$ cat src/rtl/spi_pkg.sv
// Shared definitions for the parametrised SPI slave front-end.
//   spi_state_e : receive/transmit FSM states
//   CMD_*       : 2-bit command codes carried in the frame MSBs
//   frame_w()   : frame width for a given payload width (command + payload)
package spi_pkg;

  typedef enum logic [2:0] {
    ST_IDLE,
    ST_CHK_CMD,
    ST_WRITE,
    ST_READ_ADD,
    ST_READ_DATA,
    ST_TX_WAIT,
    ST_TX_SHIFT,
    ST_HOLD
  } spi_state_e;

  localparam logic [1:0] CMD_WR_ADDR = 2'b00;
  localparam logic [1:0] CMD_WR_DATA = 2'b01;
  localparam logic [1:0] CMD_RD_ADDR = 2'b10;
  localparam logic [1:0] CMD_RD_DATA = 2'b11;

  function automatic int frame_w(input int data_w);
    return data_w + 2;
  endfunction

endpackage

$ cat src/rtl/spi_slave_param_if.sv
// Bus bundle between an SPI master / RAM controller and the SPI slave.
//   SS_n, MOSI          : serial side, driven by the master
//   MISO                : serial read data back to the master
//   rx_data, rx_valid   : received frame {cmd, payload} and its one-cycle strobe
//   tx_data, tx_valid   : read data offered by the RAM controller
//   busy, frame_err     : slave activity flag and abort/timeout pulse
interface spi_slave_param_if
  import spi_pkg::*;
#(
  parameter int DATA_W = 8
);
  localparam int FRAME_W = frame_w(DATA_W);

  logic               SS_n;
  logic               MOSI;
  logic               MISO;
  logic [FRAME_W-1:0] rx_data;
  logic               rx_valid;
  logic [DATA_W-1:0]  tx_data;
  logic               tx_valid;
  logic               busy;
  logic               frame_err;

  modport slave (
    input  SS_n, MOSI, tx_data, tx_valid,
    output MISO, rx_data, rx_valid, busy, frame_err
  );

  modport master (
    output SS_n, MOSI, tx_data, tx_valid,
    input  MISO, rx_data, rx_valid, busy, frame_err
  );

endinterface

$ cat src/rtl/spi_tx_shifter.sv
// MSB-first parallel-in/serial-out shifter for SPI read data.
//   clk, rst : clock and asynchronous active-high reset
//   load_i   : capture data_i; its MSB appears on bit_o from this edge
//   data_i   : parallel word to send
//   shift_i  : advance one bit (zero fill, so the output settles to 0)
//   clear_i  : drop any word in flight, output 0 (takes priority)
//   bit_o    : current serial bit
//   done_o   : the last bit is on bit_o; the next shift empties the shifter
module spi_tx_shifter #(
  parameter int DATA_W = 8
) (
  input  logic              clk,
  input  logic              rst,
  input  logic              load_i,
  input  logic [DATA_W-1:0] data_i,
  input  logic              shift_i,
  input  logic              clear_i,
  output logic              bit_o,
  output logic              done_o
);

  localparam int CNT_W = $clog2(DATA_W + 1);

  logic [DATA_W-1:0] shift_q, shift_d;
  logic [CNT_W-1:0]  cnt_q, cnt_d;

  always_comb begin
    // NOTE: every signal gets a default before any branch so no latch is inferred.
    shift_d = shift_q;
    cnt_d   = cnt_q;
    if (clear_i) begin
      shift_d = '0;
      cnt_d   = '0;
    end else if (load_i) begin
      shift_d = data_i;
      cnt_d   = CNT_W'(DATA_W - 1);
    end else if (shift_i) begin
      shift_d = shift_q << 1;
      if (cnt_q != '0) cnt_d = cnt_q - CNT_W'(1);
    end
  end

  always_ff @(posedge clk or posedge rst) begin
    // NOTE: state registers use non-blocking assignments so all flops update together.
    if (rst) begin
      shift_q <= '0;
      cnt_q   <= '0;
    end else begin
      shift_q <= shift_d;
      cnt_q   <= cnt_d;
    end
  end

  assign bit_o  = shift_q[DATA_W-1];
  assign done_o = (cnt_q == '0);

endmodule

$ cat src/rtl/spi_slave_param.sv
// Parametrised SPI slave: deserialises {cmd, payload} frames from MOSI and
// serialises RAM read data onto MISO. clk doubles as the SPI bit clock.
//   clk, rst : system/bit clock, asynchronous active-high reset
//   bus      : slave modport of spi_slave_param_if (serial lines, rx/tx
//              handshakes, busy, frame_err)
// Read addresses and read data share the command MSB; which one a frame is
// depends on whether a read address has already been received.
module spi_slave_param
  import spi_pkg::*;
#(
  parameter int DATA_W     = 8,
  parameter int TX_TIMEOUT = 16
) (
  input logic                clk,
  input logic                rst,
  spi_slave_param_if.slave   bus
);

  localparam int FRAME_W = frame_w(DATA_W);
  localparam int CNT_W   = $clog2(FRAME_W + 1);
  localparam int TO_W    = (TX_TIMEOUT > 0) ? $clog2(TX_TIMEOUT + 1) : 1;

  spi_state_e         state_q, state_d;
  logic [CNT_W-1:0]   bit_cnt_q, bit_cnt_d;
  logic [FRAME_W-2:0] rx_shift_q, rx_shift_d;   // all bits but the last
  logic [FRAME_W-1:0] rx_data_q, rx_data_d;
  logic               rx_valid_q, rx_valid_d;
  logic               frame_err_q, frame_err_d;
  logic               rd_addr_seen_q, rd_addr_seen_d;
  logic [TO_W-1:0]    wait_cnt_q, wait_cnt_d;

  logic tx_load, tx_shift, tx_clear, tx_done, tx_bit;
  logic last_bit;

  assign last_bit = (bit_cnt_q == CNT_W'(FRAME_W - 1));

  always_comb begin
    state_d        = state_q;
    bit_cnt_d      = bit_cnt_q;
    rx_shift_d     = rx_shift_q;
    rx_data_d      = rx_data_q;
    rx_valid_d     = 1'b0;
    frame_err_d    = 1'b0;
    rd_addr_seen_d = rd_addr_seen_q;
    wait_cnt_d     = wait_cnt_q;
    tx_load        = 1'b0;
    tx_shift       = 1'b0;
    tx_clear       = 1'b0;

    unique case (state_q)
      ST_IDLE: begin
        if (!bus.SS_n) state_d = ST_CHK_CMD;
      end

      ST_CHK_CMD: begin
        if (bus.SS_n) begin
          state_d = ST_IDLE;
        end else begin
          rx_shift_d = {{(FRAME_W-2){1'b0}}, bus.MOSI};
          bit_cnt_d  = CNT_W'(1);
          if (bus.MOSI == CMD_WR_ADDR[1]) state_d = ST_WRITE;
          else if (rd_addr_seen_q)        state_d = ST_READ_DATA;
          else                            state_d = ST_READ_ADD;
        end
      end

      ST_WRITE, ST_READ_ADD, ST_READ_DATA: begin
        // The edge sampling the final bit completes the frame; SS_n only
        // chooses where to go next. Earlier SS_n-high edges are aborts.
        if (last_bit) begin
          rx_data_d  = {rx_shift_q, bus.MOSI};
          rx_valid_d = 1'b1;
          if (state_q == ST_READ_DATA) begin
            rd_addr_seen_d = 1'b0;
            wait_cnt_d     = '0;
            state_d        = ST_TX_WAIT;
          end else begin
            if (state_q == ST_READ_ADD) rd_addr_seen_d = 1'b1;
            state_d = bus.SS_n ? ST_IDLE : ST_CHK_CMD;
          end
        end else if (bus.SS_n) begin
          frame_err_d = 1'b1;
          state_d     = ST_IDLE;
        end else begin
          rx_shift_d = {rx_shift_q[FRAME_W-3:0], bus.MOSI};
          bit_cnt_d  = bit_cnt_q + CNT_W'(1);
        end
      end

      ST_TX_WAIT: begin
        if (bus.SS_n) begin
          frame_err_d = 1'b1;
          state_d     = ST_IDLE;
        end else if (bus.tx_valid) begin
          tx_load = 1'b1;
          state_d = ST_TX_SHIFT;
        end else if (TX_TIMEOUT != 0) begin
          if (wait_cnt_q == TO_W'(TX_TIMEOUT - 1)) begin
            frame_err_d = 1'b1;
            state_d     = ST_HOLD;
          end else begin
            wait_cnt_d = wait_cnt_q + TO_W'(1);
          end
        end
      end

      ST_TX_SHIFT: begin
        tx_shift = 1'b1;
        if (tx_done) begin
          state_d = bus.SS_n ? ST_IDLE : ST_CHK_CMD;
        end else if (bus.SS_n) begin
          tx_clear    = 1'b1;
          frame_err_d = 1'b1;
          state_d     = ST_IDLE;
        end
      end

      ST_HOLD: begin
        if (bus.SS_n) state_d = ST_IDLE;
      end

      default: state_d = ST_IDLE;
    endcase
  end

  always_ff @(posedge clk or posedge rst) begin
    if (rst) begin
      state_q        <= ST_IDLE;
      bit_cnt_q      <= '0;
      rx_shift_q     <= '0;
      rx_data_q      <= '0;
      rx_valid_q     <= 1'b0;
      frame_err_q    <= 1'b0;
      rd_addr_seen_q <= 1'b0;
      wait_cnt_q     <= '0;
    end else begin
      state_q        <= state_d;
      bit_cnt_q      <= bit_cnt_d;
      rx_shift_q     <= rx_shift_d;
      rx_data_q      <= rx_data_d;
      rx_valid_q     <= rx_valid_d;
      frame_err_q    <= frame_err_d;
      rd_addr_seen_q <= rd_addr_seen_d;
      wait_cnt_q     <= wait_cnt_d;
    end
  end

  spi_tx_shifter #(
    .DATA_W (DATA_W)
  ) u_tx_shifter (
    .clk     (clk),
    .rst     (rst),
    .load_i  (tx_load),
    .data_i  (bus.tx_data),
    .shift_i (tx_shift),
    .clear_i (tx_clear),
    .bit_o   (tx_bit),
    .done_o  (tx_done)
  );

  assign bus.MISO      = tx_bit;
  assign bus.rx_data   = rx_data_q;
  assign bus.rx_valid  = rx_valid_q;
  assign bus.frame_err = frame_err_q;
  assign bus.busy      = (state_q != ST_IDLE);

endmodule

$ cat src/flat_wrapper.sv
// flat-port wrapper written by rule: the top's interface ports become plain ports
module spi_slave_param_flat import spi_pkg::*;
#(
  parameter int DATA_W     = 8,
  parameter int TX_TIMEOUT = 16
)
  (clk, rst, bus_SS_n, bus_MOSI, bus_tx_data, bus_tx_valid, bus_MISO, bus_rx_data, bus_rx_valid, bus_busy, bus_frame_err);
  spi_slave_param_if #(.DATA_W(DATA_W)) bus_i ();
  input logic clk;
  input logic rst;
  input wire logic [$bits(bus_i.SS_n)-1:0] bus_SS_n;
  input wire logic [$bits(bus_i.MOSI)-1:0] bus_MOSI;
  input wire logic [$bits(bus_i.tx_data)-1:0] bus_tx_data;
  input wire logic [$bits(bus_i.tx_valid)-1:0] bus_tx_valid;
  output wire logic [$bits(bus_i.MISO)-1:0] bus_MISO;
  output wire logic [$bits(bus_i.rx_data)-1:0] bus_rx_data;
  output wire logic [$bits(bus_i.rx_valid)-1:0] bus_rx_valid;
  output wire logic [$bits(bus_i.busy)-1:0] bus_busy;
  output wire logic [$bits(bus_i.frame_err)-1:0] bus_frame_err;
  assign bus_i.SS_n = bus_SS_n;
  assign bus_i.MOSI = bus_MOSI;
  assign bus_i.tx_data = bus_tx_data;
  assign bus_i.tx_valid = bus_tx_valid;
  assign bus_MISO = bus_i.MISO;
  assign bus_rx_data = bus_i.rx_data;
  assign bus_rx_valid = bus_i.rx_valid;
  assign bus_busy = bus_i.busy;
  assign bus_frame_err = bus_i.frame_err;
  spi_slave_param #(.DATA_W(DATA_W), .TX_TIMEOUT(TX_TIMEOUT)) u_core (.clk(clk), .rst(rst), .bus(bus_i));
endmodule
$ cat config.mk
export PLATFORM = sky130hd
export DESIGN_NAME = spi_slave_param_flat
export DESIGN_NICKNAME = d
export VERILOG_FILES = /design/src/rtl/spi_pkg.sv /design/src/rtl/spi_slave_param_if.sv /design/src/rtl/spi_tx_shifter.sv /design/src/rtl/spi_slave_param.sv /design/src/flat_wrapper.sv
export SDC_FILE = /design/constraint.sdc
export NUM_CORES = 1
export LEC_CHECK = 0
export ABC_CLOCK_PERIOD_IN_PS = 5150
export BUFFER_PORTS_ARGS = -buffer_cell sky130_fd_sc_hd__buf_2
export CORE_AREA = 10 10 86 73
export DETAILED_ROUTE_END_ITERATION = 10
export DIE_AREA = 0 0 96 83
export HOLD_SLACK_MARGIN = 0.05
export PLACE_DENSITY = 0.83
export SLEW_MARGIN = 25
export SYNTH_ARGS = -nofsm -noshare
export SYNTH_HDL_FRONTEND = slang
export SYNTH_SLANG_ARGS = --single-unit
$ cat constraint.sdc
create_clock -name clk -period 5.15 [get_ports clk]
set_clock_uncertainty 0.15 [all_clocks]
set_input_delay 0.2575 -clock clk [delete_from_list [all_inputs] [get_ports clk]]
set_output_delay 0.2575 -clock clk [all_outputs]
set_load 0.01 [all_outputs]
==> results of run 1 <==
==> registers in the layout (all words and copies together), names as in the netlist <==
register and cells:
u_core.bit_cnt_q 4, u_core.wait_cnt_q 5, u_core.bus.frame_err 1, u_core.rd_addr_seen_q 1, u_core.bus.rx_valid 1, u_core.rx_shift_q 9
u_core.bus.rx_data 10, u_core.u_tx_shifter.cnt_q 4, u_core.state_q 3, u_core.u_tx_shifter.shift_q 8
==> report_power, final <==
group	switching, uW	total (uW)	internal [uW]
registers	42.2	437	395
logic	82.5	151	68.5
clock network	125	220	95.4
total	250	808	559
==> final cells by class <==
| class | count | area share (%) |
|---|---|---|
| timing repair buffer | 28 | 5.62 |
| clock buffer | 5 | 2.58 |
| tap | 60 | 2.81 |
| clock inverter | 3 | 0.796 |
| multi-input combinational | 156 | 43.1 |
| inverter | 14 | 2.01 |
| sequential | 46 | 43.1 |
==> cell usage in the layout (no fill, tap or decap), types with 3 or more instances in the layout <==
master and n:
o31ai_2 7, mux2i_1 7, nand2_1 21, a21oi_1 8, and3_1 3, a221oi_1 3, dfrtp_1 46, nand3b_1 4
nor2_1 9, o21ai_0 3, buf_2 26, a32o_1 3, nand3_1 13, o21ai_1 15, clkbuf_8 5, mux2_4 9
o22ai_1 3, ha_1 5, inv_1 11, nor2b_1 4
==> worst register-to-register path: cells and delay by family (launching register included) <==
| kind | cells | cell delay, ps |
|---|---|---|
| flip-flops | 1 | 720 |
| multiplexers | 1 | 350 |
| AND/OR/NAND/NOR | 2 | 720 |
| AO/OA/AOI/OAI | 1 | 670 |
==> cells by family (layout without fill, tap and decap cells) <==
group                    after synthesis  after routing
AO/OA/AOI/OAI                         55             55
buffers and inverters                 24             50
XOR/XNOR                               1              1
multiplexers                          18             18
flip-flops                            46             46
adder cells (fa/ha/maj)                5              5
AND/OR/NAND/NOR                       77             77
==> layer usage <==
metal | up-vias | part of all wire, %
met3 | 8 | 7.3
met2 | 58 | 47
met5 | - | 0
met1 | 852 | 44
li1 | 864 | -
met4 | 0 | 2.0
==> final timing paths <==
kind | depth (start not counted) | slack, ps | startpoint | to
min reg2reg | 2 | 350 | u_core.u_tx_shifter.shift_q[4] | u_core.u_tx_shifter.shift_q[4]
min | 3 | 70 | bus_tx_data[2] | u_core.u_tx_shifter.shift_q[2]
max in group asynchronous | 3 | 3930 | rst | u_core.bit_cnt_q[3]
max | 4 | 2440 | u_core.state_q[2] | u_core.rx_shift_q[0]
max reg2reg | 4 | 2440 | u_core.state_q[2] | u_core.rx_shift_q[0]
min in group asynchronous | 3 | 460 | rst | u_core.bus.rx_data[1]
==> metrics by stage <==
| stage | cells | worst slack (ps) | area, um^2 | hold slack, ps | power (uW) |
|---|---|---|---|---|---|
| 2_1_floorplan | 226 | 3140 | 2420 | 239 | 553 |
| 3_3_place_gp | 302 | 2520 | 2560 | 315 | 584 |
| 3_5_place_dp | 302 | 2470 | 2560 | 325 | 593 |
| 4_1_cts | 312 | 2460 | 2670 | 66.6 | 812 |
| 5_1_grt | 312 | 2200 | 2670 | 88.0 | 851 |
| 6_report | 312 | 2440 | 2670 | 71.8 | 808 |
==> what timing repair did <==
action                                  4_1_cts  5_1_grt
endpoints found under the setup margin        0        0
setup buffers                                 0        0
endpoints found under the hold margin        47        0
hold buffers                                  2        0
==> metrics.md, run 1 <==
| Metric | Value |
|---|---|
| Share of cells above drive strength 1 | 24.6% |
| CTS resizes | 0 |
| Number of global-route vias before repair | 1,683 |
| Via count | 1,782 |
| Largest family of logic cells by synthesized area | simple AND/OR/NAND/NOR gates |
| Initial antenna violation count | 0 |
| Port-buffer cells | 26 |
| Post-synthesis compound-gate area fraction | 16.7% |
| Final setup viols | 0 |
| Synth warn | 0 |
| Mapped Nets | 244 |
| CP Class | reg -> reg |
| First-pass GRT wire length | 8360 um |
| Final max-slew violation count | 0 |
| Fin Setup TNS | 0 ps |
| GR Layer Usage met3 | 3.06% |
| Count of final hold-check violations | 0 |
| RSZ-0062 raised after global routing | no |
| Largest net degree at the start of global routing | 47 |
| Simple-gate portion of the synthesized area | 18.5% |
| Total track usage | 12.9% |
| P per Cell Area | 303 nW/um^2 |
| DR pass1 iterations | 4 |
| Rows | 22 |
| Fraction of registers with async set/reset | 100% |
| CP Buf/Inv Count | 0 |
| Hold Path Class | in -> reg |
| ANT nets after route | 0 |
| CP max-delay cell | dfrtp_1 |
| Crit path max-delay family | flip-flops |
| Yosys top cell area share | 47.6% |
| Residual DRC | 0 |
| Clk slew on worst S/H paths | 90 ps |
| P&R area growth vs syn | 10.6% |
| Vias per inst | 5.71 |
| Number of H-tree levels | 2 |
| CP max FO | 23 |
| Die height | 83 um |
| Core box area | 4510 um^2 |
| Syn avg cell area | 10.7 um^2 |
| Worst Setup End Kind | register |
| Main area contributors after synthesis | dfrtp_1, mux2_4, o31ai_2 |
| Worst vdd ir | 0.000156 V |
| Iter 0 DRT Violations | 131 |
| Worst-path cell chain | and2b_1 -> o211ai_1 -> and2_4 -> mux2_1 |
| Leakage power | 0.00130 uW |
| Relative max-transition margin | 36.3% |
| Total gr overflow | 0 |
| Post-synth top cells | dfrtp_1, nand2_1, o21ai_1 |
| Top FF cell, synth | dfrtp_1 |
| Die area | 7970 um^2 |
| Min Tclk post-route | 2710 ps |
| Nets | 269 |
| EDFF count, synth | 0 |
| Worst slew pin tran | 943 ps |
| Max-Cap Viols | 0 |
| Fill cell count | 372 |
| Worst EP required | 5190 ps |
| Clock sink total | 46 |
| Wire per inst | 15.6 um |
| Met2 GRT Util | 18.3% |
| Drt total wl | 4870 um |
| CP Launch Type | register |
| Xor/xnor share of the synthesized area | 0.363% |
| Root buffer cell | clkbuf_8 |
| GP Congestion | 0.826 |
| Netlist Area Pre-Place | 2420 um^2 |
| Post-synthesis register bit count | 46 |
| Clock buffer depth | 2 |
| Fmax | 0.369 GHz |
| Sequential cell area | 1150 um^2 |
| Initial Utilization | 53.5% |
| Outcome | completed |
| Period utilisation layout | 52.7% |
| Worst skew pair latency | 300 ps |
| Number of CTS-inserted buffers | 5 |
| IO Pins | 27 |
| Cells after synthesis | 226 |
| Inserted Diodes | 0 |
| Die span in x | 96 um |
| Synthesized-area fraction occupied by adder cells | 2.59% |
| Final HPWL DP | 3530 um |
| Max incr delay on CP | 720 ps |
| CP arrival | 2760 ps |
| Post-synthesis sequential area ratio | 47.6% |
| Footprint of the multi-input gates | 1150 um^2 |
| Unique cell type count in the Yosys netlist | 55 |
| Mux contribution to synthesized area | 9.43% |
| Met1 Track Usage GR | 18.0% |
| Core Util, Final | 59.2% |
| CTS tree | done |
| Most used routing layer | met2 |
| Top-count cell post-synth | dfrtp_1 |
| Largest area contributor in the netlist | dfrtp_1 |
Power figures use the tool's default switching activity.
==> run 2, diff against run 1 <==
ABC_CLOCK_PERIOD_IN_PS = 2700   (was 5150)
clock period = 2.7 ns   (was 5.15 ns; I/O delays follow)
==> metrics.md, run 2 (synthesis gave the netlist of run 1 again) <==
| Metric | Value |
|---|---|
| Residual DRC | 0 |
| Fmax | 0.438 GHz |
| Iter 0 DRT Violations | 154 |
| Number of CTS-inserted buffers | 5 |
| Clock sink total | 46 |
| Max FFs per register | 10 |
| Share of power burned in registers | 50.0% |
| Hold Buf Count CTS | 10 |
| Most frequent cells in the layout | dfrtp_1, buf_2, nand2_1, o21ai_1, nand3_1 |
| Die span in x | 96 um |
| Net Switching | 481 uW |
| First-pass GRT wire length | 8930 um |
| Relative max-transition margin | 47.4% |
| Worst slew pin tran | 787 ps |
| Number of H-tree levels | 2 |
| Die height | 83 um |
| Worst skew pair latency | 310 ps |
| Fin Setup TNS | 0 ps |
| Via count | 1,860 |
| CTS resizes | 0 |
| Period utilisation layout | 84.5% |
| Worst Setup End Kind | register |
| Final hold slack | 79.1 ps |
| Final max-slew violation count | 0 |
| Port-buffer cells | 26 |
| Wire per inst | 16.1 um |
| Flop-to-flop setup slack | 420 ps |
| Largest net degree at the start of global routing | 47 |
| Final setup viols | 0 |
| Final HPWL DP | 3610 um |
| Vias per inst | 5.74 |
| Number of global-route vias before repair | 1,822 |
| CP Class | reg -> reg |
| Tot Pwr | 1660 uW |
| Post-CTS Repair Setup Buffers | 0 |
| GP Congestion | 0.820 |
| Fin cells | 324 |
| Sw Ratio | 29.1% |
| P&R area growth vs syn | 16.0% |
| Final std cell area, no fill | 2800 um^2 |
| Clock buffer depth | 2 |
| RSZ-0062 raised after global routing | no |
| Worst vdd ir | 0.000290 V |
| Root buffer cell | clkbuf_8 |
| Most common cell after layout, fill and taps aside | dfrtp_1 |
| Rows | 22 |
| Min Tclk post-route | 2280 ps |
| Max-Cap Viols | 0 |
| Internal Pwr Total | 1170 uW |
| Nets | 281 |
| Outcome | completed |
| Drt total wl | 5210 um |
| Total gr overflow | 0 |
| DR pass1 iterations | 4 |
| Initial antenna violation count | 0 |
| Initial Utilization | 53.5% |
| CP max FO | 23 |
| CP Launch Type | register |
| Hold Path Class | in -> reg |
| Leakage power | 0.00136 uW |
| ANT nets after route | 0 |
| Placed insts | 306 |
| Core box area | 4510 um^2 |
| P per Cell Area | 591 nW/um^2 |
| Total track usage | 13.6% |
| IO Pins | 27 |
| Clk slew on worst S/H paths | 80 ps |
| Share of power burned in combinational logic | 19.1% |
| Worst EP required | 2740 ps |
| Placed cell areas | 2590 um^2 |
| CTS tree | done |
| Count of final hold-check violations | 0 |
| Inserted Diodes | 0 |
| Clk pwr share | 30.9% |
| CP arrival | 2320 ps |
| Share of cells above drive strength 1 | 24.6% |
| Die area | 7970 um^2 |
run 2: layout make-up:
class / instances / area [um^2]
fillers: 357 / 1710
flip-flops and latches: 46 / 1150
multi-input cells: 156 / 1150
repair buffers: 40 / 260
well taps: 60 / 75.1
clock buffers: 6 / 72.6
inverters: 14 / 53.8
clock inverters: 2 / 37.5
run 2: worst paths after layout:
kind | startpoint | to | depth (start not counted)
max | u_core.state_q[2] | u_core.bus.rx_data[8] | 4
min | bus_tx_valid | u_core.u_tx_shifter.shift_q[0] | 2
max reg2reg | u_core.state_q[2] | u_core.bus.rx_data[8] | 4
min reg2reg | u_core.wait_cnt_q[4] | u_core.wait_cnt_q[4] | 2
max in group asynchronous | rst | u_core.u_tx_shifter.shift_q[0] | 3
min in group asynchronous | rst | u_core.bus.rx_data[6] | 3
run 2: metal layers:
metal | wire [um] | GRT usage [%] | share of wire, % | vias up
li1 | - | - | - | 887
met1 | 2390 | 18.3 | 46 | 924
met3 | 266 | 4.14 | 5.1 | 7
met5 | 0 | 0 | 0 | -
met4 | 64 | 5.06 | 1.2 | 0
met2 | 2490 | 19.9 | 48 | 42
run 2: per-stage QoR:
| step | setup WS [ps] | util [%] |
|---|---|---|
| final | 418 | 62.1 |
| after global routing | 292 | 62.1 |
| after CTS | 440 | 62.0 |
| after detailed placement | 466 | 57.4 |
| after global placement | 536 | 57.4 |
| after floorplan | 685 | - |
run 2: worst max-delay path, stage by stage (launching register included):
cell	delay, ps
dfrtp_1	740
nor3b_4	440
or2_4	220
nand2_2	230
mux2_1	390
run 2: power groups by stage:
| stage | registers [uW] | clock network (uW) | logic [uW] |
|---|---|---|---|
| detailed placement | 841 | 0 | 305 |
| global route | 839 | 544 | 357 |
| finish | 828 | 512 | 317 |
| floorplan | 820 | 0 | 234 |
| CTS | 826 | 518 | 319 |
| global placement | 834 | 0 | 290 |
==> run 3, diff against run 2 <==
ABC_AREA = 1   (was not set)
ABC_CLOCK_PERIOD_IN_PS = 2160   (was 2700)
CORE_AREA = 10 10 83 71   (was 10 10 86 73)
DIE_AREA = 0 0 93 81   (was 0 0 96 83)
PLACE_DENSITY = 0.85   (was 0.83)
clock period = 2.16 ns   (was 2.7 ns; I/O delays follow)
==> metrics.md, run 3 <==
| Metric | Value |
|---|---|
| Most common cell after layout, fill and taps aside | nand2_1 |
| EDFF count, synth | 0 |
| Outcome | completed |
| Final max-slew violation count | 0 |
| CTS resizes | 0 |
| IO Pins | 27 |
| Tot Pwr | 2120 uW |
| Post-synth top cells | nand2_1, dfrtp_1, o21ai_1 |
| First-pass GRT wire length | 8470 um |
| Top-count cell post-synth | nand2_1 |
| Die height | 81 um |
| Sequential cell area | 1150 um^2 |
| R2r worst-path depth | 7 |
| Synth warn | 0 |
| Placed cell areas | 2470 um^2 |
| Post-synthesis register bit count | 46 |
| Nets | 347 |
| Total track usage | 13.6% |
| Worst Hold Endpoint | u_core.wait_cnt_q[0] |
| WHS Path Cells | 4 |
| Initial Utilization | 52.4% |
| Post-synthesis sequential area ratio | 50.5% |
| Largest area contributor in the netlist | dfrtp_1 |
| Worst R2R End | u_core.rx_shift_q[3] |
| Worst skew pair latency | 300 ps |
| Inserted Diodes | 0 |
| CTS tree | done |
| Share of cells above drive strength 1 | 16.1% |
| P&R area growth vs syn | 17.3% |
| Netlist Area Pre-Place | 2280 um^2 |
| Most frequent cells in the layout | nand2_1, dfrtp_1, o21ai_1, inv_1, buf_2 |
| P per Cell Area | 792 nW/um^2 |
| Relative max-transition margin | 38.9% |
| Placed insts | 372 |
| CP Launch Type | register |
| CP Class | reg -> reg |
| Drt total wl | 4930 um |
| Port-buffer cells | 26 |
| Hold Buf Count CTS | 10 |
| Critical Path Start | u_core.bit_cnt_q[1] |
| Clk slew on worst S/H paths | 80 ps |
| Die area | 7530 um^2 |
| Largest net degree at the start of global routing | 28 |
| Top FF cell, synth | dfrtp_1 |
| Fraction of registers with async set/reset | 100% |
| Fin Setup TNS | 0 ps |
| Final HPWL DP | 3540 um |
| Worst EP required | 2240 ps |
| Worst r2r src | u_core.bit_cnt_q[1] |
| Fmax | 0.513 GHz |
| DR pass1 iterations | 4 |
| Fill cell count | 389 |
| Mapped Nets | 306 |
| Initial antenna violation count | 0 |
| Clock buffer depth | 2 |
| ANT nets after route | 0 |
| Via count | 1,979 |
| RSZ-0062 raised after global routing | no |
| Rows | 22 |
| Period utilisation layout | 90.3% |
| Worst vdd ir | 0.000609 V |
| Syn avg cell area | 7.92 um^2 |
| Final setup viols | 0 |
| Number of H-tree levels | 2 |
| Root buffer cell | clkbuf_8 |
| Vias per inst | 5.07 |
| Min Tclk post-route | 1950 ps |
| Core box area | 4350 um^2 |
| Post-CTS Repair Setup Buffers | 0 |
| Worst Setup End Kind | register |
| Worst slew pin tran | 911 ps |
| Max-Cap Viols | 0 |
| Hold Path Class | in -> reg |
| Max FFs per register | 10 |
| Number of CTS-inserted buffers | 5 |
| Final std cell area, no fill | 2680 um^2 |
| Core Util, Final | 61.5% |
| Wire per inst | 12.6 um |
| Clock sink total | 46 |
| Count of final hold-check violations | 0 |
| Iter 0 DRT Violations | 142 |
| Main area contributors after synthesis | dfrtp_1, nand2_1, o21ai_1 |
| Total gr overflow | 0 |
| Footprint of the multi-input gates | 936 um^2 |
| CP arrival | 2030 ps |
| Die span in x | 93 um |
| Flop-to-flop setup slack | 210 ps |
| Leakage power | 0.00131 uW |
| CP max FO | 8 |
| Hold path start | bus_tx_valid |
| Unique cell type count in the Yosys netlist | 24 |
| Fin cells | 390 |
| Yosys top cell area share | 50.5% |
| Residual DRC | 0 |
| Cells after synthesis | 288 |
| Number of global-route vias before repair | 1,919 |
| GP Congestion | 0.865 |
==> run 3: cell types whose count changed after synthesis, moves of 4 or more <==
| cell | change |
|---|---|
| nand2_1 | +64 |
| o21ai_1 | +28 |
| inv_1 | +20 |
| mux2_4 | -9 |
| nor2_1 | +9 |
| inv_2 | +7 |
| mux2i_1 | -7 |
| o31ai_2 | -7 |
| nor2b_1 | -4 |
==> run 3: cell type report <==
| class | instances | share of cell area (%) |
|---|---|---|
| clock buffer | 7 | 2.85 |
| clock inverter | 1 | 1.12 |
| inverter | 41 | 5.75 |
| sequential | 46 | 43.0 |
| multi-input combinational | 196 | 35.0 |
| tap | 60 | 2.81 |
| timing repair buffer | 39 | 9.45 |
==> run 3: logic make-up (layout without fill, tap and decap cells) <==
| group | after synthesis | count (layout) | share of synthesized area [%] |
|---|---|---|---|
| compound gates | 56 | 56 | 12.8 |
| xor+xnor | 3 | 3 | 1.15 |
| flops | 46 | 46 | 50.5 |
| simple gates | 132 | 132 | 24.3 |
| fa+ha+maj | 5 | 5 | 2.74 |
| buf+inv | 46 | 88 | 8.45 |
==> run 3: per-layer routing <==
layer	track usage, %	wire length [um]
met1	16.6	2290
met5	0	0
met2	22.8	2340
met4	4.00	60
met3	4.24	239
==> run 3: power by group <==
group	total (uW)	switching, uW	internal, uW	leakage (uW)
Sequential	1020	85.9	937	0.000600
Clock	623	277	346	0.0000524
Combinational	472	314	158	0.000656
==> run 3: worst max-delay path by stage <==
stage	slack [ps]	end	depth (start not counted)
floorplan	440	u_core.bit_cnt_q[1]	8
CTS	220	u_core.rx_shift_q[3]	7
finish	210	u_core.rx_shift_q[3]	7
global route	7	u_core.rx_shift_q[8]	7
global placement	300	u_core.rx_shift_q[7]	6
detailed placement	240	u_core.rx_shift_q[2]	6
==> run 3: stage by stage <==
step           setup WS (ps)  hold WS [ps]
2_1_floorplan            441          84.6
3_3_place_gp             301          76.5
3_5_place_dp             241          78.2
4_1_cts                  225          89.2
5_1_grt                 6.52           109
6_report                 210          86.4
==> run 3: worst max-delay path: stages (launching register included) <==
cell	delay, ps
dfrtp_1	410
inv_1	70
ha_1	190
nand3_1	200
nand3_1	210
nand2_1	170
nand3_1	260
o21ai_1	210
